<file path="config.mk">
export PLATFORM = sky130hd
export DESIGN_NAME = packet_rx_mux_device
export DESIGN_NICKNAME = d
export VERILOG_FILES = /design/src/rtl/packet_rx_mux_device_pkg.sv /design/src/rtl/packet_rx_chan_stats.sv /design/src/rtl/packet_rx_mux_device.sv
export SDC_FILE = /design/constraint.sdc
export NUM_CORES = 1
export LEC_CHECK = 0
export ABC_AREA = 0
export CORE_MARGIN = 3
export CORE_UTILIZATION = 25
export CTS_BUF_LIST = sky130_fd_sc_hd__clkbuf_8 sky130_fd_sc_hd__clkbuf_16
export DETAILED_ROUTE_END_ITERATION = 10
export PLACE_DENSITY = 0.46
export SLEW_MARGIN = 20
export SYNTH_ARGS = -nofsm -noshare
export SYNTH_HDL_FRONTEND = slang
export SYNTH_SLANG_ARGS = --single-unit
</file>
<file path="constraint.sdc">
create_clock -name clk -period 3.25 [get_ports clk]
set_input_delay 0.975 -clock clk [delete_from_list [all_inputs] [get_ports clk]]
set_output_delay 0.975 -clock clk [all_outputs]
set_load 0.005 [all_outputs]
</file>
<file path="src/rtl/packet_rx_mux_device_pkg.sv">
// packet_rx_mux_device_pkg: register offsets, CTRL field positions and counter widths
package packet_rx_mux_device_pkg;
    localparam logic [7:0] REG_CTRL   = 8'h00;
    localparam logic [7:0] REG_STATUS = 8'h04;
    localparam logic [7:0] REG_POP    = 8'h08;
    localparam logic [7:0] REG_NEMPTY = 8'h0C;
    localparam logic [7:0] REG_PHASE  = 8'h10;
    localparam logic [7:0] REG_PKTCNT = 8'h14;
    localparam logic [7:0] REG_DATA   = 8'h20;
    localparam int CTRL_SEL_W   = 5;
    localparam int CTRL_CLR_BIT = 8;
    localparam int WORD_CNT_W   = 8;
    localparam int PKT_CNT_W    = 16;
endpackage

</file>
<file path="src/rtl/packet_rx_chan_stats.sv">
// packet_rx_chan_stats: per-channel word (saturating) and packet (wrapping) counters
module packet_rx_chan_stats
    import packet_rx_mux_device_pkg::*;
(
    input  logic                  clk,
    input  logic                  resetn,
    input  logic                  pop_effective,
    input  logic                  pkt_end,
    input  logic                  clear,
    output logic [WORD_CNT_W-1:0] word_cnt,
    output logic [PKT_CNT_W-1:0]  pkt_cnt
);
    always_ff @(posedge clk) begin
        if (!resetn || clear) begin
            word_cnt <= '0;
            pkt_cnt  <= '0;
        end else if (pop_effective) begin
            if (pkt_end) begin
                word_cnt <= '0;
                pkt_cnt  <= pkt_cnt + PKT_CNT_W'(1);
            end else if (word_cnt != '1) begin
                word_cnt <= word_cnt + WORD_CNT_W'(1);
            end
        end
    end
endmodule

</file>
<file path="src/rtl/packet_rx_mux_device.sv">
// packet_rx_mux_device: CPU-bus drain port for CHANNELS packet FIFOs; PACKET_RX_AUTO_POP_EN makes a last-slice read pop
module packet_rx_mux_device
    import packet_rx_mux_device_pkg::*;
#(
    parameter int CHANNELS = 4,
    parameter int DATA_W   = 64
) (
    input  logic                       clk,
    input  logic                       resetn,
    input  logic                       mem_valid,
    input  logic [7:0]                 mem_addr,
    input  logic [31:0]                mem_wdata,
    input  logic [3:0]                 mem_wstrb,
    output logic [31:0]                mem_rdata,
    output logic                       mem_ready,
    output logic [CHANNELS-1:0]        in_pop,
    input  logic [CHANNELS-1:0]        in_nempty,
    input  logic [CHANNELS*DATA_W-1:0] in_data,
    input  logic [CHANNELS-1:0]        in_end,
    output logic [8*CHANNELS-1:0]      out_phase_shift
);
    localparam int SLICES = DATA_W / 32;
    localparam int CW = CHANNELS > 1 ? $clog2(CHANNELS) : 1;
`ifdef PACKET_RX_AUTO_POP_EN
    localparam logic AUTO_POP = 1'b1;
`else
    localparam logic AUTO_POP = 1'b0;
`endif
    logic armed, pop_pend, pop_fire, accept, we, re, sel_ok, is_data, auto_pop, pop_req, ctrl_wr, unused_ok;
    logic [CTRL_SEL_W-1:0] sel;
    logic [CW-1:0] idx, pop_ch;
    logic [7:0] addr;
    logic [2:0] k;
    logic [DATA_W-1:0] head;
    logic [31:0] slice, status, rd;
    logic [7:0] phase [CHANNELS];
    logic [WORD_CNT_W-1:0] word_cnt [CHANNELS];
    logic [PKT_CNT_W-1:0] pkt_cnt [CHANNELS];

    // armed only after mem_valid is seen low, so a held request completes once
    assign accept   = mem_valid && armed;
    assign we       = accept && |mem_wstrb;
    assign re       = accept && ~|mem_wstrb;
    assign addr     = {mem_addr[7:2], 2'b00};
    assign k        = mem_addr[4:2];
    assign is_data  = addr[7:5] == REG_DATA[7:5];
    assign sel_ok   = 32'(sel) < CHANNELS;
    assign idx      = CW'(sel);
    assign ctrl_wr  = we && addr == REG_CTRL;
    assign auto_pop = AUTO_POP && re && is_data && 32'(k) == SLICES - 1;
    assign pop_req  = sel_ok && ((we && addr == REG_POP) || auto_pop);
    assign head     = DATA_W'(in_data >> (32'(idx) * DATA_W));
    assign slice    = 32'(head >> {k, 5'b0});
    assign status   = {8'h0, word_cnt[idx], 12'h0, AUTO_POP, pop_pend, in_end[idx], in_nempty[idx]};
    assign in_pop   = pop_fire ? in_nempty & (CHANNELS'(1) << pop_ch) : '0;
    assign unused_ok = ^{mem_addr[1:0], mem_wdata[31:9]};

    always_comb begin
        rd = '0;
        case (addr)
            REG_CTRL:   rd = 32'(sel);
            REG_STATUS: rd = sel_ok ? status : '0;
            REG_NEMPTY: rd = 32'(in_nempty);
            REG_PHASE:  rd = sel_ok ? 32'(phase[idx]) : '0;
            REG_PKTCNT: rd = sel_ok ? 32'(pkt_cnt[idx]) : '0;
            default:    rd = is_data && sel_ok ? slice : '0;
        endcase
    end

    always_ff @(posedge clk) begin
        if (!resetn) begin
            mem_ready <= 1'b0;
            mem_rdata <= '0;
            armed     <= 1'b0;
            sel       <= '0;
            pop_pend  <= 1'b0;
            pop_fire  <= 1'b0;
            pop_ch    <= '0;
            for (int i = 0; i < CHANNELS; i++) phase[i] <= '0;
        end else begin
            mem_ready <= accept;
            armed     <= !mem_valid;
            pop_pend  <= pop_req;
            pop_fire  <= pop_pend;
            if (accept) mem_rdata <= re ? rd : '0;
            if (pop_req) pop_ch <= idx;
            if (ctrl_wr) sel <= mem_wdata[CTRL_SEL_W-1:0];
            if (we && addr == REG_PHASE && sel_ok) phase[idx] <= mem_wdata[7:0];
        end
    end

    for (genvar c = 0; c < CHANNELS; c++) begin : g_ch
        packet_rx_chan_stats u_stats (
            .clk          (clk),
            .resetn       (resetn),
            .pop_effective(in_pop[c]),
            .pkt_end      (in_end[c]),
            .clear        (ctrl_wr && mem_wdata[CTRL_CLR_BIT] && 32'(mem_wdata[CTRL_SEL_W-1:0]) == c),
            .word_cnt     (word_cnt[c]),
            .pkt_cnt      (pkt_cnt[c])
        );
        assign out_phase_shift[c*8 +: 8] = phase[c];
    end
endmodule

</file>
### Word-level counts from Yosys, hierarchy flattened

Memories as Yosys holds them, arrays and structs flattened. A register that Yosys moved wholly into a read port is not among the register bits.
Cells that the tools add are included.

| storage, ports and cells | value |
|---|---|
| register bits | 139 |
| latch bits | 0 |
| memory bits (writable) | 32 |
| bits in read-only memories | 0 |
| input bits | 311 |
| output and inout bits | 69 |
| memories kept | 1 |

| operators by class | value |
|---|---|
| $add $sub $neg | 8 |
| $mul | 0 |
| divide/modulo/power cells | 0 |
| magnitude comparators | 3 |
| eq/ne operators | 13 |
| shift-type cells | 3 |
| multiplexer cells | 34 |
| bitwise operators | 2 |
| reductions and logical operators | 37 |

Memory list:

| name | words | bits a word | rd ports | clocked after memory_dff | wr ports | line | text |
|---|---|---|---|---|---|---|---|
| phase | 4 | 8 | 5 | 1 | 4 | packet_rx_mux_device.sv:36 | `logic [7:0] phase [CHANNELS];` |

Operators by type and width:

| kind | count |
|---|---|
| $shr 256x8->64 | 1 |
| $pmux 32 s5 | 1 |
| $mux 8 | 12 |
| $add 16x1->16 const B | 4 |
| $mux 32 | 2 |
| $shr 64x8->32 | 1 |
| $mux 16 | 3 |
| $add 8x1->8 const B | 4 |
| $bmux 16 s2 | 1 |
| $ne 8x8->1 const B | 4 |
| $mux 24 | 1 |
| $bmux 8 s2 | 1 |
| $reduce_and 2->1 | 8 |
| $logic_and 1x1->1 | 14 |
| $eq 6x2->1 const B | 2 |
| $eq 6x3->1 const B | 2 |
| $eq 5x2->1 const B | 2 |
| $logic_not 8->1 | 1 |
| $reduce_bool 2->1 | 4 |
| $reduce_or 8->1 | 1 |
| $mux 1 | 7 |
| $eq 6x1->1 const B | 1 |
| $mux 2 | 3 |
| $eq 5x1->1 const B | 1 |
| other kinds (13) | 19 |

### Depth between registers and ports, before layout

| logic depth | value |
|---|---|
| word-level depth | 9 |
| depth in mapped cells | 8 |

### By module

From an unflattened synthesis, not the netlist that was laid out.

| second synthesis, totals | value |
|---|---|
| cell total of the unflattened synthesis | 1,056 |
| area total of the unflattened synthesis | 10,844.2 µm² |

By module, submodules not included:

| module | times used | cells each | area an instance (µm²) | seq. area each (µm²) |
|---|---|---|---|---|
| packet_rx_mux_device | 1 | 516 | 6,274.8 | 1,861.8 |
| packet_rx_chan_stats | 4 | 135 | 1,142.3 | 480.5 |

### Worst setup path after synthesis

No wires, ideal clock.

| path | value |
|---|---|
| kind | in2reg |
| start | input mem_addr[3] |
| end | memory phase[0][0] (enable) |
| data arrival time | 2.536 ns |
| data required time | 2.916 ns |
| slack | 0.380 ns |
| stages on the path | 6 |
| path through | nor4_4 > and3_1 > buf_2 > nand3_1 > nor3_1 > nand2b_1 |

RTL lines:

| element | line | text |
|---|---|---|
| start: declaration | packet_rx_mux_device.sv:11 | `input logic [7:0] mem_addr,` |
| end: declaration | packet_rx_mux_device.sv:36 |  |

### Worst setup path in the final report

| path | value |
|---|---|
| start | input in_nempty[1] |
| end | output in_pop[1] |

| between the ends | value |
|---|---|
| word-level cells in the longest chain between the ends | 2 |

RTL lines:

| element | line | text |
|---|---|---|
| start: declaration | packet_rx_mux_device.sv:17 | `input logic [CHANNELS-1:0] in_nempty,` |
| $and 4x4->4 | packet_rx_mux_device.sv:55 | `assign in_pop = pop_fire ? in_nempty & (CHANNELS'(1) << pop_ch) : '0;` |
| $mux 4 | packet_rx_mux_device.sv:55 |  |
| end: declaration | packet_rx_mux_device.sv:16 | `output logic [CHANNELS-1:0] in_pop,` |

Every way passes these cells.

==> metrics <==
Clk pin slew, worst setup/hold paths=about 70 ps; P&R area growth vs syn=48.2%; worst path arrival time=2210 ps; first-pass GRT wire length=61,200 um; core area=between 0.04 and 0.05 sq mm; crit path capture type=primary output; HP Class=reg -> reg; Cells after Synth=1,013; dpl hpwl=approximately 34,000 um; First DRT Iteration DRCs=~560; drt pass-1 iters=5; Syn Std Cell Area=approximately 0.011 sq mm; Synth area leaders=dfxtp_1 27%, mux4_2 21%, edfxtp_1 9.1%; clk root buf=clkbuf_16; Detail Route Antenna Nets=0; Place WS=-171 ps; vias in the first global route=about 9,400; most frequent cells in the layout=348 x clkdlybuf4s50_1, 139 x dfxtp_1, 110 x nor2_1; Final Slew Violations=0; Post-synth EDFFs=32; All-Layer GR Usage=a little under a fifth; CP startpoint kind=input port; remaining global-route overflow=0; layout cells sized above 1=between 15 and 20%; Synth top area share=a little over a quarter; post-route minimum period=3180 ps; Yosys cell types=58; Max FO, Critical Path=2; Hold-fix buffers, CTS=0; Longest Clk Path Bufs=2; Fin. Hold Viols=0; asr flop ratio synth=0%; RSZ-0062 raised after global routing=false; fill count=approximately 4,100; kind of critical path=in -> out; # port buffers=roughly 350; Rows=between 70 and 80; Seq/Total Area, Yosys=36.0%; Core Util, Final=approximately 38%; Final setup viols=0; I/O pin count=between 300 and 400; largest net degree at the start of global routing=between 40 and 50; setup TNS=0 ps; later-pin clock latency in the skew report=430 ps; # diodes=0; Worst Path Required=2270 ps; Worst Max-Slew Pin Slew=694 ps; Routed WL=between 40,000 and 50,000 um; Max VDD drop=approximately 0.24 mV; post-route cell area=0.0156 sq mm; P per Cell Area=roughly 320 mW/mm^2; P_leak=0.00531 uW; setup slack after layout=69.2 ps; leading cell type in the layout, fill and taps excluded=clkdlybuf4s50_1; CTS Buf Count=17; outcome=finished clean; Yosys Warn Count=0; final period utilization=97.9%; WL/cell=approximately 22 um; Post-synth top flop=dfxtp_1; Worst slew margin=between 50% and 60%; initial antenna violation count=6; Die X-Extent=211 um; clock tree sinks=about 170; CTS tree=built; syn nets=about 1,300; mean post-synth cell area=just over 10 sq um; Initial Utilization=between 20% and 30%; via count=9,437; fmax=~310 MHz; #FFs+latches synth=173; Max-Cap Viols=0; Final nets=between 1,500 and 2,000; GPL Wtd Cong=roughly 0.8; Placed Area=0.0150 sq mm; vias per cell=4.88; Die Area=around 0.045 sq mm; height of the die=211 um; H-tree lvl count=4; clk_skew=14.0 ps; post-synth top area cell=dfxtp_1; Remaining DRCs=0
[repair_timing]
action,4_1_cts,5_1_grt
hold endpoints to repair,0,0
buffers inserted,1,0
endpoints found under the setup margin,4,0
gates resized for setup,7,0
[kinds of logic after synthesis]
family	share of synthesized area, %
multiplexers	25.5
AO/OA/AOI/OAI	8.11
AND/OR/NAND/NOR	20.0
buffers and inverters	3.74
adder cells (fa/ha/maj)	0.953
XOR/XNOR	5.67
flip-flops	36.0
[power by group]
group / internal [uW] / switching [uW] / total (uW)
clock: 1150 / 927 / 2080
sequential: 2190 / 9.09 / 2200
combinational: 447 / 223 / 670
total: 3790 / 1160 / 4950
[per-layer routing]
layer | GRT usage (%) | part of all wire (%)
met2 | 30.5 | 48
met4 | 4.11 | 1.5
met1 | 24.4 | 43
met5 | 0 | 0.15
met3 | 4.26 | 6.9
[cells in the mapped netlist, types with 4 or more instances]
cell / count
inv_1: 23
edfxtp_1: 32
nand3_1: 35
clkbuf_1: 27
xor2_1: 34
nand4_1: 37
nand3b_1: 4
nor4_1: 12
o41ai_4: 4
o21a_1: 16
nor2_1: 110
and2_1: 46
nor3_1: 24
nand2b_1: 6
mux4_2: 98
a22o_1: 4
a31oi_1: 9
ha_1: 8
buf_4: 7
or3_1: 13
o211ai_1: 9
dfxtp_1: 141
xnor2_1: 34
a21oi_1: 29
and3_1: 12
o21ai_0: 38
nor2b_1: 9
buf_1: 5
buf_2: 23
nand2_1: 73
mux2i_1: 44
and4_1: 6
[area by class of cell]
cell class | instances | area [sq um] | share of cell area, %
Multi-Input combinational cell | 752 | 6330 | 40.7
Tap cell | 532 | 666 | 4.27
Inverter | 25 | 96.3 | 0.619
Sequential cell | 173 | 3790 | 24.3
Timing Repair Buffer | 421 | 4100 | 26.3
Clock inverter | 15 | 165 | 1.06
Clock buffer | 17 | 425 | 2.73
[through the flow]
step,hold slack (ps),std cells,total power [uW]
detailed placement,455,1902,2920
CTS,478,1935,5030
global route,491,1935,5140
finish,470,1935,4950
floorplan,429,1013,2440
global placement,461,1902,2920
[registers in the layout, summed over array words and instances, names as in the netlist, named ones only]
register and flops:
armed 1, g_ch.u_stats.pkt_cnt 64, g_ch.u_stats.word_cnt 32, mem_rdata 32, mem_ready 1, phase 32, pop_ch 2, pop_fire 1
pop_pend 1, sel 5
[final timing paths]
kind                                    from           to  slack, ps  depth (start not counted)
worst max-delay path            in_nempty[1]    in_pop[1]         70                          4
worst min-delay path                pop_pend     pop_fire        470                          1
worst max register to register        sel[4]  phase[1][4]        910                          6
worst min register to register      pop_pend     pop_fire        470                          1
[worst max-delay path, cell delays in order]
cell and delay (ps):
dlygate4sd2_1 290, nand4b_1 290, clkinv_2 140, clkdlybuf4s50_1 510
(Power assumes the default switching activity.)
